File: config.mk
export PLATFORM = sky130hd
export DESIGN_NAME = rand_buff
export DESIGN_NICKNAME = d
export VERILOG_FILES = /design/src/rtl/rand_buff.sv
export SDC_FILE = /design/constraint.sdc
export NUM_CORES = 1
export LEC_CHECK = 0
export BUFFER_PORTS_ARGS = -buffer_cell sky130_fd_sc_hd__buf_2
export CAP_MARGIN = 15
export CORE_ASPECT_RATIO = 1.25
export CORE_UTILIZATION = 40
export CTS_BUF_LIST = sky130_fd_sc_hd__clkbuf_2
export CTS_CLUSTER_SIZE = 28
export DETAILED_ROUTE_END_ITERATION = 12
export PLACE_DENSITY_LB_ADDON = 0.08
export SLEW_MARGIN = 20
export SYNTH_ARGS = -nofsm -noshare
export SYNTH_HDL_FRONTEND = slang
export SYNTH_SLANG_ARGS = --single-unit
export TNS_END_PERCENT = 20
File: constraint.sdc
create_clock -name clk -period 3.2 [get_ports clk]
set_input_delay 0.16 -clock clk [delete_from_list [all_inputs] [get_ports clk]]
set_output_delay 0.16 -clock clk [all_outputs]
set_load 0.02 [all_outputs]
File: src/rtl/rand_buff.sv
// rand_buff: xorshift32 random-word generator feeding a small show-ahead FIFO.
//
// The generator only advances when its word is actually pushed, so the
// consumer sees an unbroken xorshift32 sequence regardless of read gaps.
//
// Parameters:
//   DEPTH  FIFO entries, power of two in 2..16
//   SEED   generator reset state (0 is replaced by 1)
//
// Ports:
//   clk            rising-edge clock
//   rstn           asynchronous active-low reset
//   enable         allows the generator to push into the FIFO
//   seed_load      one-cycle reseed of the generator plus FIFO flush
//   seed_in[31:0]  new generator state, sampled with seed_load
//   rand_rd        consumer pop request
//   rand_ready     at least one word buffered (registered)
//   rand_data      head-of-FIFO word, valid while rand_ready (registered)
//   underflow_cnt  saturating count of reads while empty
//                  (only with RAND_BUFF_STATS_EN defined)
//
// Optional feature macro: RAND_BUFF_STATS_EN
module rand_buff #(
    parameter int unsigned DEPTH = 4,
    parameter logic [31:0] SEED  = 32'h0000_0001
) (
    input  logic        clk,
    input  logic        rstn,
    input  logic        enable,
    input  logic        seed_load,
    input  logic [31:0] seed_in,
    input  logic        rand_rd,
    output logic        rand_ready,
    output logic [31:0] rand_data
`ifdef RAND_BUFF_STATS_EN
    ,
    output logic [15:0] underflow_cnt
`endif
);

    localparam int unsigned W     = 32;
    localparam int unsigned PTR_W = $clog2(DEPTH);
    localparam int unsigned CNT_W = $clog2(DEPTH + 1);
    localparam logic [W-1:0] SEED_EFF = (SEED == '0) ? W'(1) : SEED;

    // One xorshift32 step; every shift truncates to 32 bits.
    function automatic logic [W-1:0] xs32(input logic [W-1:0] x);
        logic [W-1:0] t;
        t = x ^ (x << 13);
        t = t ^ (t >> 17);
        t = t ^ (t << 5);
        return t;
    endfunction

    logic [W-1:0]     x_q, x_d;
    logic [CNT_W-1:0] count_q, count_d;
    logic [PTR_W-1:0] wr_ptr_q, wr_ptr_d;
    logic [PTR_W-1:0] rd_ptr_q, rd_ptr_d;
    logic [W-1:0]     mem_q [DEPTH];
    logic [W-1:0]     mem_d [DEPTH];
    logic             rand_ready_q, rand_ready_d;
    logic [W-1:0]     rand_data_q, rand_data_d;

    logic [W-1:0]     gen_c;
    logic             full_c;
    logic             pop_c;
    logic             push_c;

    // Handshake decode; rand_ready_q always equals (count_q != 0).
    always_comb begin
        gen_c  = xs32(x_q);
        full_c = (count_q == CNT_W'(DEPTH));
        pop_c  = rand_rd && rand_ready_q && !seed_load;
        // A pop in the same cycle frees the slot the push needs.
        push_c = enable && !seed_load && (!full_c || pop_c);
    end

    // Next-state for generator, pointers, count and storage.
    always_comb begin
        x_d      = x_q;
        count_d  = count_q;
        wr_ptr_d = wr_ptr_q;
        rd_ptr_d = rd_ptr_q;
        mem_d    = mem_q;

        if (seed_load) begin
            x_d      = (seed_in == '0) ? W'(1) : seed_in;
            count_d  = '0;
            wr_ptr_d = '0;
            rd_ptr_d = '0;
        end else begin
            if (push_c) begin
                // When full with a pop, wr_ptr equals rd_ptr: the new word
                // overwrites exactly the slot that is leaving.
                mem_d[wr_ptr_q] = gen_c;
                wr_ptr_d        = wr_ptr_q + PTR_W'(1);
                x_d             = gen_c;
            end
            if (pop_c) begin
                rd_ptr_d = rd_ptr_q + PTR_W'(1);
            end
            case ({push_c, pop_c})
                2'b10:   count_d = count_q + CNT_W'(1);
                2'b01:   count_d = count_q - CNT_W'(1);
                default: count_d = count_q;
            endcase
        end

        // Outputs are registered copies of the next head/occupancy.
        rand_ready_d = (count_d != '0);
        rand_data_d  = mem_d[rd_ptr_d];
    end

    // State registers.
    always_ff @(posedge clk or negedge rstn) begin
        if (!rstn) begin
            x_q          <= SEED_EFF;
            count_q      <= '0;
            wr_ptr_q     <= '0;
            rd_ptr_q     <= '0;
            rand_ready_q <= 1'b0;
            rand_data_q  <= '0;
            for (int i = 0; i < int'(DEPTH); i++) begin
                mem_q[i] <= '0;
            end
        end else begin
            x_q          <= x_d;
            count_q      <= count_d;
            wr_ptr_q     <= wr_ptr_d;
            rd_ptr_q     <= rd_ptr_d;
            rand_ready_q <= rand_ready_d;
            rand_data_q  <= rand_data_d;
            for (int i = 0; i < int'(DEPTH); i++) begin
                mem_q[i] <= mem_d[i];
            end
        end
    end

    assign rand_ready = rand_ready_q;
    assign rand_data  = rand_data_q;

`ifdef RAND_BUFF_STATS_EN
    logic [15:0] underflow_cnt_q, underflow_cnt_d;

    // Saturating count of reads attempted while empty; cleared by reseed.
    always_comb begin
        underflow_cnt_d = underflow_cnt_q;
        if (seed_load) begin
            underflow_cnt_d = '0;
        end else if (rand_rd && !rand_ready_q && (underflow_cnt_q != 16'hFFFF)) begin
            underflow_cnt_d = underflow_cnt_q + 16'd1;
        end
    end

    always_ff @(posedge clk or negedge rstn) begin
        if (!rstn) begin
            underflow_cnt_q <= '0;
        end else begin
            underflow_cnt_q <= underflow_cnt_d;
        end
    end

    assign underflow_cnt = underflow_cnt_q;
`endif

endmodule

Yosys cells after proc, flatten, opt, wreduce, memory -nomap -nowiden

Index checks and enable logic that the tools add are counted.

Bits in registers: 200
Bits of input ports: 37
Output and inout port bits: 33
Logic and storage cells: 53

$add $sub $neg: 4
$lt $le $gt $ge: 3
Equality and inequality tests: 3
Multiplexer cells: 17
Bitwise gates (word level): 5
Reductions and logical operators: 11

Operator list:

| kind                                                                   | count |
|---|---|
| 128-bit 2-to-1 mux                                                     | 2 |
| 32-bit 2-to-1 mux                                                      | 6 |
| 128-bit bitwise mux                                                    | 1 |
| 32-bit binary-select mux with 2-bit select                             | 1 |
| 32-bit demux with 2-bit select                                         | 1 |
| 32-bit XOR                                                             | 2 |
| 32-bit zero test                                                       | 1 |
| 32-bit by 15-bit XOR with 32-bit output                                | 1 |
| 2-bit 2-to-1 mux                                                       | 4 |
| 3-bit greater-or-equal comparator (second input constant)              | 2 |
| 2-bit NOT with 3-bit output                                            | 2 |
| 3-bit one-hot mux with 2 select lines                                  | 1 |
| 1-bit logical AND                                                      | 5 |
| 2-bit by 1-bit adder with 2-bit output (second input constant)         | 2 |
| 3-bit by 1-bit adder with 3-bit output (second input constant)         | 1 |
| 3-bit equality test (second input constant)                            | 1 |
| 3-bit by 1-bit < comparator with 1-bit output (second input constant)  | 1 |
| 3-bit 2-to-1 mux                                                       | 1 |
| 3-bit nonzero test                                                     | 1 |
| 3-bit by 1-bit subtractor with 3-bit output (second input constant)    | 1 |
| 2-bit by 1-bit equality test with 1-bit output (second input constant) | 1 |
| 2-bit equality test (second input constant)                            | 1 |
| 1-bit zero test                                                        | 2 |
| 2-bit nonzero test                                                     | 1 |
| 1-bit logical OR                                                       | 1 |

Depth between registers and ports, before layout

Depth in word-level cells: 11
Gate-level depth with buffers: 10
Gate-level depth less buffers: 8

Worst setup path after synthesis

OpenSTA, ideal clock, no wires.

Path type: input-to-reg
Start point: in seed_load
End point: reg rand_ready_q (netlist: rand_ready)
Setup time: 0.087 ns
Data arrival time: 2.167 ns
Data required time: 3.113 ns
Path slack: 0.947 ns
Cell stages on the path: 9
Buffers on the path: 3
Cells stage by stage: clkbuf_1 > clkbuf_1 > clkbuf_1 > nor2_1 > fa_1 > and3_1 > a211oi_1 > or3_1 > o211ai_1

Longest elaborated chain between the ends: 8
Elaborated cells on any way between the ends: 10
Those cells by class: eq/ne: 2; mux: 2; reduce/logical: 6

RTL lines:

| element                                                                                      | RTL line | source |
|---|---|---|
| start, declared                                                                              | 30       | `input logic seed_load,` |
| 1-bit zero test                                                                              | 73, 75   |  |
| 1-bit logical AND                                                                            | 73       | `pop_c = rand_rd && rand_ready_q && !seed_load;` |
| 1-bit logical OR                                                                             | 75       | `push_c = enable && !seed_load && (!full_c \|\| pop_c);` |
| 1-bit logical AND                                                                            | 75       |  |
| 2-bit by 1-bit equality test with 1-bit output / 2-bit equality test (equally long branches) | 102      | `case ({push_c, pop_c})` |
| 3-bit one-hot mux with 2 select lines                                                        | 102      |  |
| 3-bit 2-to-1 mux *                                                                           | 86       | `if (seed_load) begin` |
| 3-bit nonzero test *                                                                         | 110      | `rand_ready_d = (count_d != '0);` |
| named net rand_ready_d                                                                       | 61       | `logic rand_ready_q, rand_ready_d;` |
| end signal, assigned                                                                         | 131      | `rand_ready_q <= rand_ready_d;` |
| end, declared                                                                                | 61       |  |

Mark *: on every way through the listed nets, which the timed path passes. The rest lies on a longest branch.
A chain may end at the register's enable or synchronous reset.

Worst setup path after layout

Start point: reg count_q[1]
End point: reg x_q[2]

Longest elaborated chain between the ends: 5

RTL lines:

| element                      | RTL line | source |
|---|---|---|
| start, declared              | 56       | `logic [CNT_W-1:0] count_q, count_d;` |
| start signal, assigned       | 128      | `count_q <= count_d;` |
| 3-bit equality test          | 72       | `full_c = (count_q == CNT_W'(DEPTH));` |
| 1-bit zero test              | 75       |  |
| 1-bit logical OR             | 75       |  |
| 1-bit logical AND            | 75       |  |
| 2-bit nonzero test (no line) | n/a      |  |
| end signal, assigned         | 117      | `x_q <= SEED_EFF;` |
| end signal, assigned         | 127      | `x_q <= x_d;` |
| end, declared                | 55       | `logic [W-1:0] x_q, x_d;` |

No other way between the ends.

==> PnR_summary.wiki <==
{| class="wikitable"
! Metric !! Value
|-
| Cell area after synthesis || 9240 um^2
|-
| Critical register-to-register path endpoint || x_q[2]$_DFFE_PN0P_
|-
| Class of the tightest hold or removal check || primary input to register
|-
| Worst voltage drop across the vdd grid || 0.000527 V
|-
| Deepest level of the CTS H-tree || 4
|-
| Startpoint Class || register
|-
| Maximum fanout along the worst path || 51
|-
| Count of buffer and inverter cells on the critical path || 2
|-
| Final Wtd Congestion || 0.788
|-
| Transition time of the tightest slew-check pin || 0.710 ns
|-
| Initial cell density of the core || 41.2%
|-
| Floorplan die area || 23,700 um^2
|-
| First-pass GRT wire length || 37.0 mm
|-
| Count of warnings emitted by yosys || 0
|-
| Total placed instance area || 9860 um^2
|-
| Primary FF master, synth || dfrtp_1
|-
| R2r setup slk || 0.48 ns
|-
| Share of final-layout standard cells stronger than drive strength 1 || 20.2%
|-
| Fraction of the yosys area taken by sequential cells || 54.2%
|-
| Start point of the worst hold path || seed_in[29]
|-
| Core region area || 22,400 um^2
|-
| Cells after DPL || 1,111
|-
| Clock transition time at the flip-flop clock pins of the worst setup and hold paths || 0.29 ns
|-
| Total global routing track utilization || 21.0%
|-
| Setup TNS || 0 ns
|-
| Port Buf Inserts || 69
|-
| Number of global-route vias before repair || 6,760
|-
| Count of cells resized by post-cts repair || 0
|-
| Tcrit/Tclk final || 84.9%
|-
| Number of DRC violations after detailed-routing iteration 0 || 416
|-
| FFs w/ async S/R, synth || 100%
|-
| Congestion Overflow GR || 0
|-
| Vertical die dimension || 172 um
|-
| Max-slew violations || 0
|-
| Final design instance area without fill || 10,700 um^2
|-
| Unique cell type count in the Yosys netlist || 57
|-
| Setup repair after global routing missed its margin || no
|-
| Largest incremental delay on the critical path || 0.56 ns
|-
| Ordered cell list for the critical path || or3b_2 -> o21ai_4 -> buf_4 -> nor2_1 -> xnor2_1 -> o21ai_0 -> dlygate4sd3_1
|-
| Drt via density || 5.23
|-
| Max-slew headroom at the worst pin || 52.3%
|-
| Total Wirelength || 23.1 mm
|-
| Upper clock frequency limit || 368 MHz
|-
| Launching point of the worst reg2reg path || count_q[1]$_DFF_PN0_
|-
| Nets@finish || 950
|-
| Clock period minus worst slack || 2.72 ns
|-
| Post-CTS Setup Bufs || 0
|-
| Hold depth || 4
|-
| Number of enable flip-flop cells after synthesis || 0
|-
| Synth area leader || dfrtp_1
|-
| Number of antenna violations at the first check in global routing || 2
|-
| Signed area change from the synthesized netlist to the final layout || 15.6%
|-
| First drt pass iteration count || 4
|-
| Final Hold Fails || 0
|-
| Capturing element type of the critical path || register
|-
| Synthesized area divided by synthesized cell count || 11.7 um^2
|-
| Worst hold slack after final layout || 0.151 ns
|-
| R2R cell count || 7
|-
| Die width || 138 um
|-
| Critical path's slowest cell || dlygate4sd3_1
|-
| Post-route antenna net violation count || 0
|-
| Clock tree from TritonCTS || yes
|-
| Final number of setup-violating endpoints || 0
|-
| Worst path required time || 3.89 ns
|-
| CP top delay family || buffers and inverters
|-
| Number of buffers created by CTS || 17
|-
| Number of rows created at floorplan || 61
|-
| Most common cell in the synthesized netlist || dfrtp_1
|-
| Root Driver || clkbuf_2
|-
| Status || finished, final reports clean
|-
| Cell types occupying the most area after synthesis || dfrtp_1, mux4_2, nand2_1, a21oi_1, nor2_1
|-
| Cell count after synthesis || 793
|-
| DRC viols || 0
|-
| Post-layout instance count excluding filler cells || 1,205
|-
| Routed wire length per instance || 19.1 um
|-
| Count of fill cells added during filler insertion || 2,071
|-
| Maximum number of pins on one net before global-route repair || 61
|-
| Power Density || 1130 nW/um^2
|-
| Worst path arrival time || 3.40 ns
|-
| Max-Cap Viols || 0
|-
| Num Clock Sinks || 200
|-
| Static Leakage || 4.67 nW
|-
| Post-detail-place hpwl || 15.5 mm
|-
| Post-synthesis register bit count || 200
|-
| Top cells by count, synth || dfrtp_1, nand2_1, nor2_1
|-
| Final setup skew || 0.0364 ns
|-
| Synthesized net count || 835
|-
| Total number of vias || 6,307
|-
| Path type of the worst setup path || register to register
|-
| Top-area cell type share of the netlist area || 53.9%
|-
| Clock latency of the later-clocked register in the worst-skew pair || 0.78 ns
|-
| Post-CTS Hold Buffers || 61
|-
| Number of primary I/O pins || 70
|-
| Hold Path End || x_q[29]$_DFFE_PN0P_
|-
| CTS Buffer Depth || 2
|}
-- state kept, by name, indices dropped and copies added, names as in the netlist --
signal and count:
mem_q 128, rand_data 32, x_q 32, count_q 3
rd_ptr_q 2, wr_ptr_q 2, rand_ready 1
-- worst max path at each step --
stage | startpoint | slack [ns] | to | cells after the start
6_report | count_q[1]$_DFF_PN0_ | 0.48 | x_q[2]$_DFFE_PN0P_ | 7
5_1_grt | count_q[1]$_DFF_PN0_ | 0.33 | x_q[1]$_DFFE_PN0P_ | 7
4_1_cts | count_q[1]$_DFF_PN0_ | 0.48 | x_q[2]$_DFFE_PN0P_ | 7
3_5_place_dp | count_q[1]$_DFF_PN0_ | 0.58 | rand_data[11]$_DFF_PN0_ | 5
3_3_place_gp | count_q[1]$_DFF_PN0_ | 0.67 | rand_data[17]$_DFF_PN0_ | 5
2_1_floorplan | seed_load | 0.95 | rand_ready$_DFF_PN0_ | 9
-- final cells by class --
class                   count  area, um^2  area share, %
flip-flops and latches    200        5010           46.9
multi-input cells         519        3890           36.4
clock inverters            14        98.8          0.926
well taps                 283         354           3.32
repair buffers            148        1150           10.8
diodes                      2        5.00         0.0469
clock buffers              17        85.1          0.797
inverters                  22        82.6          0.773
-- routing by layer --
metal / global-route usage, % / part of all wire, % / vias to the layer above
met5: 0 / 0 / -
li1: - / - / 2943
met2: 37.2 / 53 / 145
met3: 3.49 / 2.9 / 31
met4: 7.09 / 2.2 / 0
met1: 25.8 / 42 / 3188
-- kinds of logic after synthesis --
group	share of synthesized area, %
AND/OR/NAND/NOR	9.22
buffers and inverters	4.18
adder cells (fa/ha/maj)	0.758
multiplexers	9.61
flip-flops	54.2
XOR/XNOR	10.9
AO/OA/AOI/OAI	11.2
-- power breakdown --
| group | leakage [nW] | total [W] | internal (W) | switching (W) |
|---|---|---|---|---|
| Sequential | 2.41 | 0.00425 | 0.00364 | 0.000618 |
| Combinational | 2.13 | 0.00674 | 0.00287 | 0.00386 |
| Clock | 0.128 | 0.00110 | 0.000213 | 0.000890 |
-- placed cells by master (no fill, tap or decap), drive strengths merged, types with 9 or more instances in the layout --
cell	Yosys	layout
dfrtp	199	199
nand2	98	98
o21ai	90	90
buf	35	87
nor2	86	86
a21oi	73	73
dlygate4sd3	0	60
xnor2	47	47
mux4	30	30
inv	22	29
clkbuf	17	18
mux2i	16	16
xnor3	10	10
xor2	9	9
-- through the flow --
| step | worst slack, ns | power, W | util, % |
|---|---|---|---|
| global placement | 0.666 | 0.0108 | 44.0 |
| detailed placement | 0.581 | 0.0110 | 44.0 |
| floorplan | 0.947 | 0.00906 | - |
| finish | 0.483 | 0.0121 | 47.6 |
| global route | 0.334 | 0.0130 | 47.6 |
| CTS | 0.480 | 0.0122 | 47.6 |
-- worst register-to-register path: stages (launching register included) --
cell and delay, ns:
dfrtp_1 0.53, or3b_2 0.55, o21ai_4 0.14, buf_4 0.45, nor2_1 0.15, xnor2_1 0.16
o21ai_0 0.08, dlygate4sd3_1 0.56
No activity file was read; power rests on OpenSTA's default activity.
